===== src/rtl/agc_pkg.sv =====
// Shared AGC definitions: sample format, detector state encoding and counter sizing.
package agc_pkg;

   localparam int unsigned MAG_W = 4;
   localparam logic [MAG_W-1:0] MIDSCALE = 4'd8;

   localparam int unsigned STATE_W = 2;
   localparam logic [STATE_W-1:0] ST_IDLE  = 2'd0;
   localparam logic [STATE_W-1:0] ST_BLANK = 2'd1;
   localparam logic [STATE_W-1:0] ST_ACCUM = 2'd2;

   // Bits needed to hold values 0..max_val inclusive.
   function automatic int unsigned cnt_width(input int unsigned max_val);
      return $clog2(max_val + 1);
   endfunction

endpackage


===== src/rtl/overload_detector_if.sv =====
// Sample/decision bundle between the VGA/AGC side and the overload detector.
interface overload_detector_if;
   import agc_pkg::*;

   logic [MAG_W-1:0] amplified_signal;
   logic             sample_valid;
   logic [MAG_W-1:0] threshold;
   logic             enable;
   logic             gain_change;
   logic             overload;
   logic [MAG_W-1:0] peak_out;
   logic             window_done;

   modport master (
      output amplified_signal, sample_valid, threshold, enable, gain_change,
      input  overload, peak_out, window_done
   );

   modport slave (
      input  amplified_signal, sample_valid, threshold, enable, gain_change,
      output overload, peak_out, window_done
   );

endinterface


===== src/rtl/sample_mag.sv =====
// Distance of an offset-binary sample code from midscale.
module sample_mag
   import agc_pkg::*;
(
   input  logic [MAG_W-1:0] code,
   output logic [MAG_W-1:0] mag_c
);

   always_comb begin
      mag_c = (code >= MIDSCALE) ? code - MIDSCALE : MIDSCALE - code;
   end

endmodule


===== src/rtl/overload_detector.sv =====
// Windowed overload detector: counts threshold hits per WINDOW_LEN valid samples,
// blanking the input for BLANK_CYCLES after every gain change.
module overload_detector
   import agc_pkg::*;
#(
   parameter int unsigned WINDOW_LEN   = 16,
   parameter int unsigned HIT_COUNT    = 2,
   parameter int unsigned BLANK_CYCLES = 4
) (
   input  logic                clk,
   input  logic                RESET,
   overload_detector_if.slave  bus
);

   localparam int unsigned CNT_W = cnt_width(WINDOW_LEN);
   localparam int unsigned BLK_W = cnt_width(BLANK_CYCLES);

   localparam logic [CNT_W-1:0] LAST_SAMPLE = CNT_W'(WINDOW_LEN - 1);
   localparam logic [CNT_W-1:0] HIT_MAX     = CNT_W'(WINDOW_LEN);
   localparam logic [CNT_W-1:0] HIT_MIN     = CNT_W'(HIT_COUNT);
   localparam logic [BLK_W-1:0] BLANK_LAST  = BLK_W'(BLANK_CYCLES - 1);

   logic [STATE_W-1:0] state,      state_nxt;
   logic [BLK_W-1:0]   blank_cnt,  blank_nxt;
   logic [CNT_W-1:0]   sample_cnt, sample_nxt;
   logic [CNT_W-1:0]   hit_cnt,    hit_nxt;
   logic [MAG_W-1:0]   peak_run,   peak_run_nxt;
   logic               overload_q, overload_nxt;
   logic [MAG_W-1:0]   peak_q,     peak_nxt;
   logic               done_q,     done_nxt;

   logic [MAG_W-1:0]   mag_c;
   logic               hit_c;
   logic [CNT_W-1:0]   hit_sum_c;
   logic [MAG_W-1:0]   peak_sum_c;

   sample_mag u_mag (
      .code  (bus.amplified_signal),
      .mag_c (mag_c)
   );

   // Running totals as they would stand if the current sample is accepted.
   assign hit_c      = bus.sample_valid && (mag_c >= bus.threshold);
   assign hit_sum_c  = (hit_c && (hit_cnt != HIT_MAX)) ? hit_cnt + CNT_W'(1) : hit_cnt;
   assign peak_sum_c = (mag_c > peak_run) ? mag_c : peak_run;

   always_comb begin
      state_nxt    = state;
      blank_nxt    = blank_cnt;
      sample_nxt   = sample_cnt;
      hit_nxt      = hit_cnt;
      peak_run_nxt = peak_run;
      overload_nxt = overload_q;
      peak_nxt     = peak_q;
      done_nxt     = 1'b0;

      if (!bus.enable) begin
         state_nxt    = ST_IDLE;
         blank_nxt    = '0;
         sample_nxt   = '0;
         hit_nxt      = '0;
         peak_run_nxt = '0;
         overload_nxt = 1'b0;
         peak_nxt     = '0;
      end else begin
         case (state)
            ST_IDLE: begin
               state_nxt = ST_BLANK;
               blank_nxt = '0;
            end
            ST_BLANK: begin
               if (bus.gain_change) begin
                  blank_nxt = '0;
               end else if (blank_cnt == BLANK_LAST) begin
                  state_nxt    = ST_ACCUM;
                  sample_nxt   = '0;
                  hit_nxt      = '0;
                  peak_run_nxt = '0;
               end else begin
                  blank_nxt = blank_cnt + BLK_W'(1);
               end
            end
            ST_ACCUM: begin
               // A gain change invalidates the partial window, even on its last sample.
               if (bus.gain_change) begin
                  state_nxt    = ST_BLANK;
                  blank_nxt    = '0;
                  sample_nxt   = '0;
                  hit_nxt      = '0;
                  peak_run_nxt = '0;
               end else if (bus.sample_valid) begin
                  if (sample_cnt == LAST_SAMPLE) begin
                     overload_nxt = (hit_sum_c >= HIT_MIN);
                     peak_nxt     = peak_sum_c;
                     done_nxt     = 1'b1;
                     sample_nxt   = '0;
                     hit_nxt      = '0;
                     peak_run_nxt = '0;
                  end else begin
                     sample_nxt   = sample_cnt + CNT_W'(1);
                     hit_nxt      = hit_sum_c;
                     peak_run_nxt = peak_sum_c;
                  end
               end
            end
            default: begin
               state_nxt = ST_IDLE;
            end
         endcase
      end
   end

   always_ff @(posedge clk or posedge RESET) begin
      if (RESET) begin
         state      <= ST_IDLE;
         blank_cnt  <= '0;
         sample_cnt <= '0;
         hit_cnt    <= '0;
         peak_run   <= '0;
         overload_q <= 1'b0;
         peak_q     <= '0;
         done_q     <= 1'b0;
      end else begin
         state      <= state_nxt;
         blank_cnt  <= blank_nxt;
         sample_cnt <= sample_nxt;
         hit_cnt    <= hit_nxt;
         peak_run   <= peak_run_nxt;
         overload_q <= overload_nxt;
         peak_q     <= peak_nxt;
         done_q     <= done_nxt;
      end
   end

   assign bus.overload    = overload_q;
   assign bus.peak_out    = peak_q;
   assign bus.window_done = done_q;

endmodule


===== src/flat_wrapper.sv =====
// flat-port wrapper written by rule: the top's interface ports become plain ports
module overload_detector_flat import agc_pkg::*;
#(
   parameter int unsigned WINDOW_LEN   = 16,
   parameter int unsigned HIT_COUNT    = 2,
   parameter int unsigned BLANK_CYCLES = 4
)
  (clk, RESET, bus_amplified_signal, bus_sample_valid, bus_threshold, bus_enable, bus_gain_change, bus_overload, bus_peak_out, bus_window_done);
  overload_detector_if bus_i ();
  input  logic clk;
  input  logic RESET;
  input wire logic [$bits(bus_i.amplified_signal)-1:0] bus_amplified_signal;
  input wire logic [$bits(bus_i.sample_valid)-1:0] bus_sample_valid;
  input wire logic [$bits(bus_i.threshold)-1:0] bus_threshold;
  input wire logic [$bits(bus_i.enable)-1:0] bus_enable;
  input wire logic [$bits(bus_i.gain_change)-1:0] bus_gain_change;
  output wire logic [$bits(bus_i.overload)-1:0] bus_overload;
  output wire logic [$bits(bus_i.peak_out)-1:0] bus_peak_out;
  output wire logic [$bits(bus_i.window_done)-1:0] bus_window_done;
  assign bus_i.amplified_signal = bus_amplified_signal;
  assign bus_i.sample_valid = bus_sample_valid;
  assign bus_i.threshold = bus_threshold;
  assign bus_i.enable = bus_enable;
  assign bus_i.gain_change = bus_gain_change;
  assign bus_overload = bus_i.overload;
  assign bus_peak_out = bus_i.peak_out;
  assign bus_window_done = bus_i.window_done;
  overload_detector #(.WINDOW_LEN(WINDOW_LEN), .HIT_COUNT(HIT_COUNT), .BLANK_CYCLES(BLANK_CYCLES)) u_core (.clk(clk), .RESET(RESET), .bus(bus_i));
endmodule

===== config.mk =====
export PLATFORM = sky130hd
export DESIGN_NAME = overload_detector_flat
export DESIGN_NICKNAME = d
export VERILOG_FILES = /design/src/rtl/agc_pkg.sv /design/src/rtl/overload_detector_if.sv /design/src/rtl/sample_mag.sv /design/src/rtl/overload_detector.sv /design/src/flat_wrapper.sv
export SDC_FILE = /design/constraint.sdc
export NUM_CORES = 1
export LEC_CHECK = 0
export BUFFER_PORTS_ARGS = -buffer_cell sky130_fd_sc_hd__buf_2
export CAP_MARGIN = 20
export CORE_UTILIZATION = 60
export DETAILED_ROUTE_END_ITERATION = 16
export GPL_TIMING_DRIVEN = 0
export PLACE_DENSITY = 0.9
export SYNTH_ARGS = -nofsm -noshare
export SYNTH_HDL_FRONTEND = slang
export SYNTH_SLANG_ARGS = --single-unit

===== constraint.sdc =====
create_clock -name clk -period 2.95 [get_ports clk]
set_input_delay 0.7375 -clock clk [delete_from_list [all_inputs] [get_ports clk]]
set_output_delay 0.7375 -clock clk [all_outputs]
set_load 0.01 [all_outputs]

==> impl_results.md <==
- H-Tree Depth: 1
- Most used DFF post-synth: dfrtp_1
- Maximum VDD drop: 238.7 µV
- DIE AREA: 2750 µm²
- Largest net degree at the start of global routing: 26
- Core Util, Final: 73.15%
- First-pass GRT wire length: 5043 µm
- Min cycle time layout: 2773 ps
- Clock sink total: 25
- Synth Cell Area: 1526 µm²
- Final hold violations: 0
- WP data required: 3170 ps
- CP Data Arrival Time: 2990 ps
- CP peak stage delay: 310 ps
- Worst-Skew Late Latency: 330 ps
- Post-route ant nets: 0
- Count of TritonRoute iterations in the first routing pass: 4
- CP dominant cell by count: ha_1
- Critical path type: input port to flop
- Worst-Margin Slew: 928.9 ps
- CTS root buf: clkbuf_4
- Cell family with most CP delay: compound AO/OA/AOI/OAI gates
- Class of the worst hold path: flop to flop
- Gr ovfl total: 0
- Tot Pwr: 0.5913 mW
- Layout Nets: 207
- Netlist cell types: 35
- Synth area leader: dfrtp_1
- Buf+Inv Stages, Crit Path: 2
- Synth top area share: 40.98%
- Post-synth top cells: dfrtp_1 (25), nand2_1 (21), inv_1 (17)
- # rows: 17
- Ant diodes: 0
- Worst Clk Skew: 13.73 ps
- Power Dens Cells: 351.9 nW/µm²
- Layout cells sized above 1: 18.99%
- CTS Buffer Depth: 2
- Critical path fanouts, max: 4
- Kind of start point of the critical path: input port
- Critical-path cell list: buf_2, inv_1, ha_1, mux2_2, ha_1, o211ai_1, o21ai_2, o311a_1, mux2i_2, nand4_1, a22o_1
- Synth warn: 0
- Status: complete, no violations
- Clock tree from TritonCTS: built
- Synth area leaders: dfrtp_1 (41%), ha_1 (11%), nand2_1 (5.2%), inv_1 (4.2%), mux2i_1 (3.9%)
- Post-synthesis cell count: 158
- Count of final setup violators: 0
- Clk slew on worst S/H paths: 140 ps
- Post-DP HPWL: 2429 µm
- DR vias: 1234
- Critical Path Sink Type: flop
- Max Cap Viol: 0
- Post-cts gate resize count: 0
- Area delta synth->final: 10.08%
- Yosys reg bits: 25
- Count leader, synth: dfrtp_1
- Die Y: 52.44 µm
- Number of top-level pins: 19
- Vias/cell: 5.961
- Antenna violations before repair: 0
- Core Box Area: 2297 µm²
- Slew Limit Fails: 0
- Syn avg cell area: 9.661 µm²
- Post-route DRC: 0
- Routability cong.: 0.8073
- WL final: 3063 µm
- RSZ-0062 raised after global routing: no
- Post-CTS setup repair buffer count: 0
- Relative slew slack: 38.01%
- Initial cell density of the core: 66.45%
- Post-synth ARST share: 100.0%
- EDFF count, synth: 0
- Vias in the first global route: 1166
- Leakage: 0.8357 nW
- DRT iter0 DRCs: 28
- Worst path slowest cell: mux2_2
- Die width: 52.44 µm
- Tcrit/Tclk final: 94.00%
- PortBufs: 17
- Total Routing Usage GR: 25.06%
- Cts hold-fix bufs: 0
- Total CTS buffers: 3
- Peak Freq: 0.3606 GHz
- WL/cell: 14.80 µm
- Register area share after synthesis: 40.98%
- Syn nets: 185
==> path summary, 6_finish.rpt <==
check                      depth (start not counted)  slack (ps)                endpoint               startpoint
max                                               11         180     u_core.bus.overload  bus_amplified_signal[0]
min                                                2         510  u_core.bus.peak_out[0]   u_core.bus.peak_out[0]
max reg2reg                                        8         990      u_core.peak_run[3]       u_core.peak_run[1]
min reg2reg                                        2         510  u_core.bus.peak_out[0]   u_core.bus.peak_out[0]
max in group asynchronous                          2        1780    u_core.sample_cnt[2]                    RESET
min in group asynchronous                          2         590     u_core.blank_cnt[1]                    RESET
==> layout make-up <==
class | instances | area [µm²]
Clock buffer | 4 | 26.28
Inverter | 17 | 63.81
Timing Repair Buffer | 17 | 85.08
Tap cell | 28 | 35.03
Sequential cell | 25 | 625.6
Multi-Input combinational cell | 114 | 834.6
Buffer | 2 | 10.01
Fill cell | 157 | 616.8
==> power breakdown <==
part | total, mW | switching [mW] | internal (mW)
Sequential | 0.346 | 0.00190 | 0.344
Combinational | 0.0897 | 0.0542 | 0.0354
Clock | 0.156 | 0.103 | 0.0531
==> metrics by stage <==
step | setup WS (ps) | std cells | cell area, µm² | hold WS [ps] | setup TNS (ps)
after floorplan | 180.6 | 158 | 1526 | 464.6 | 0
after global placement | -162.7 | 203 | 1647 | 463.2 | -315.8
after detailed placement | -258.7 | 203 | 1647 | 483.0 | -1166
after CTS | 92.88 | 207 | 1673 | 512.3 | 0
after global routing | 67.20 | 207 | 1680 | 549.0 | 0
final | 177.1 | 207 | 1680 | 508.3 | 0
==> worst min-delay path, cell delays in order, from the launching register on <==
cell and delay [ps]:
dfrtp_1 360, nand2_1 50, o21ai_1 60
==> layout by cell type, fill, tap and decap left out, types with 2 or more instances in the layout <==
cell      instances
ha_1             14
nor2_1           10
inv_1            17
clkbuf_4          3
buf_2            19
nor2b_1           2
a22o_1            6
nand3_1           6
nand4_1           3
mux2_2            2
a31oi_1           2
o211ai_1          2
o21ai_0          10
nor3b_2           2
o21a_1            2
nand2_1          21
o21ai_1           7
xor2_1            2
mux2i_1           5
dfrtp_1          25
==> per-layer routing <==
metal / GRT usage [%] / wire length, µm / share of wire (%) / up-vias
met5: 0 / 0 / 0 / -
met4: 7.018 / 29 / 0.95 / 0
li1: - / - / - / 601
met2: 42.41 / 1525 / 50 / 29
met3: 3.768 / 126 / 4.1 / 3
met1: 32.97 / 1382 / 45 / 601
==> state kept, by name (all words and copies together), names as in the netlist <==
| name | cells |
|---|---|
| u_core.bus.window_done | 1 |
| u_core.bus.overload | 1 |
| u_core.bus.peak_out | 4 |
| u_core.state | 2 |
| u_core.hit_cnt | 5 |
| u_core.sample_cnt | 5 |
| u_core.blank_cnt | 3 |
| u_core.peak_run | 4 |
==> cell families (layout without fill, tap and decap cells) <==
family / after synthesis / in the layout / synth area share, %
xor gates and xnor gates: 3 / 3 / 1.722
muxes: 8 / 8 / 5.410
and+or+nand+nor: 53 / 53 / 18.53
adders and majority gates: 14 / 14 / 11.48
buffers and inverters: 19 / 40 / 4.836
AOI/OAI and AO/OA: 36 / 36 / 17.05
DFF: 25 / 25 / 40.98
Note: power is estimated with default switching activity, not from simulation.
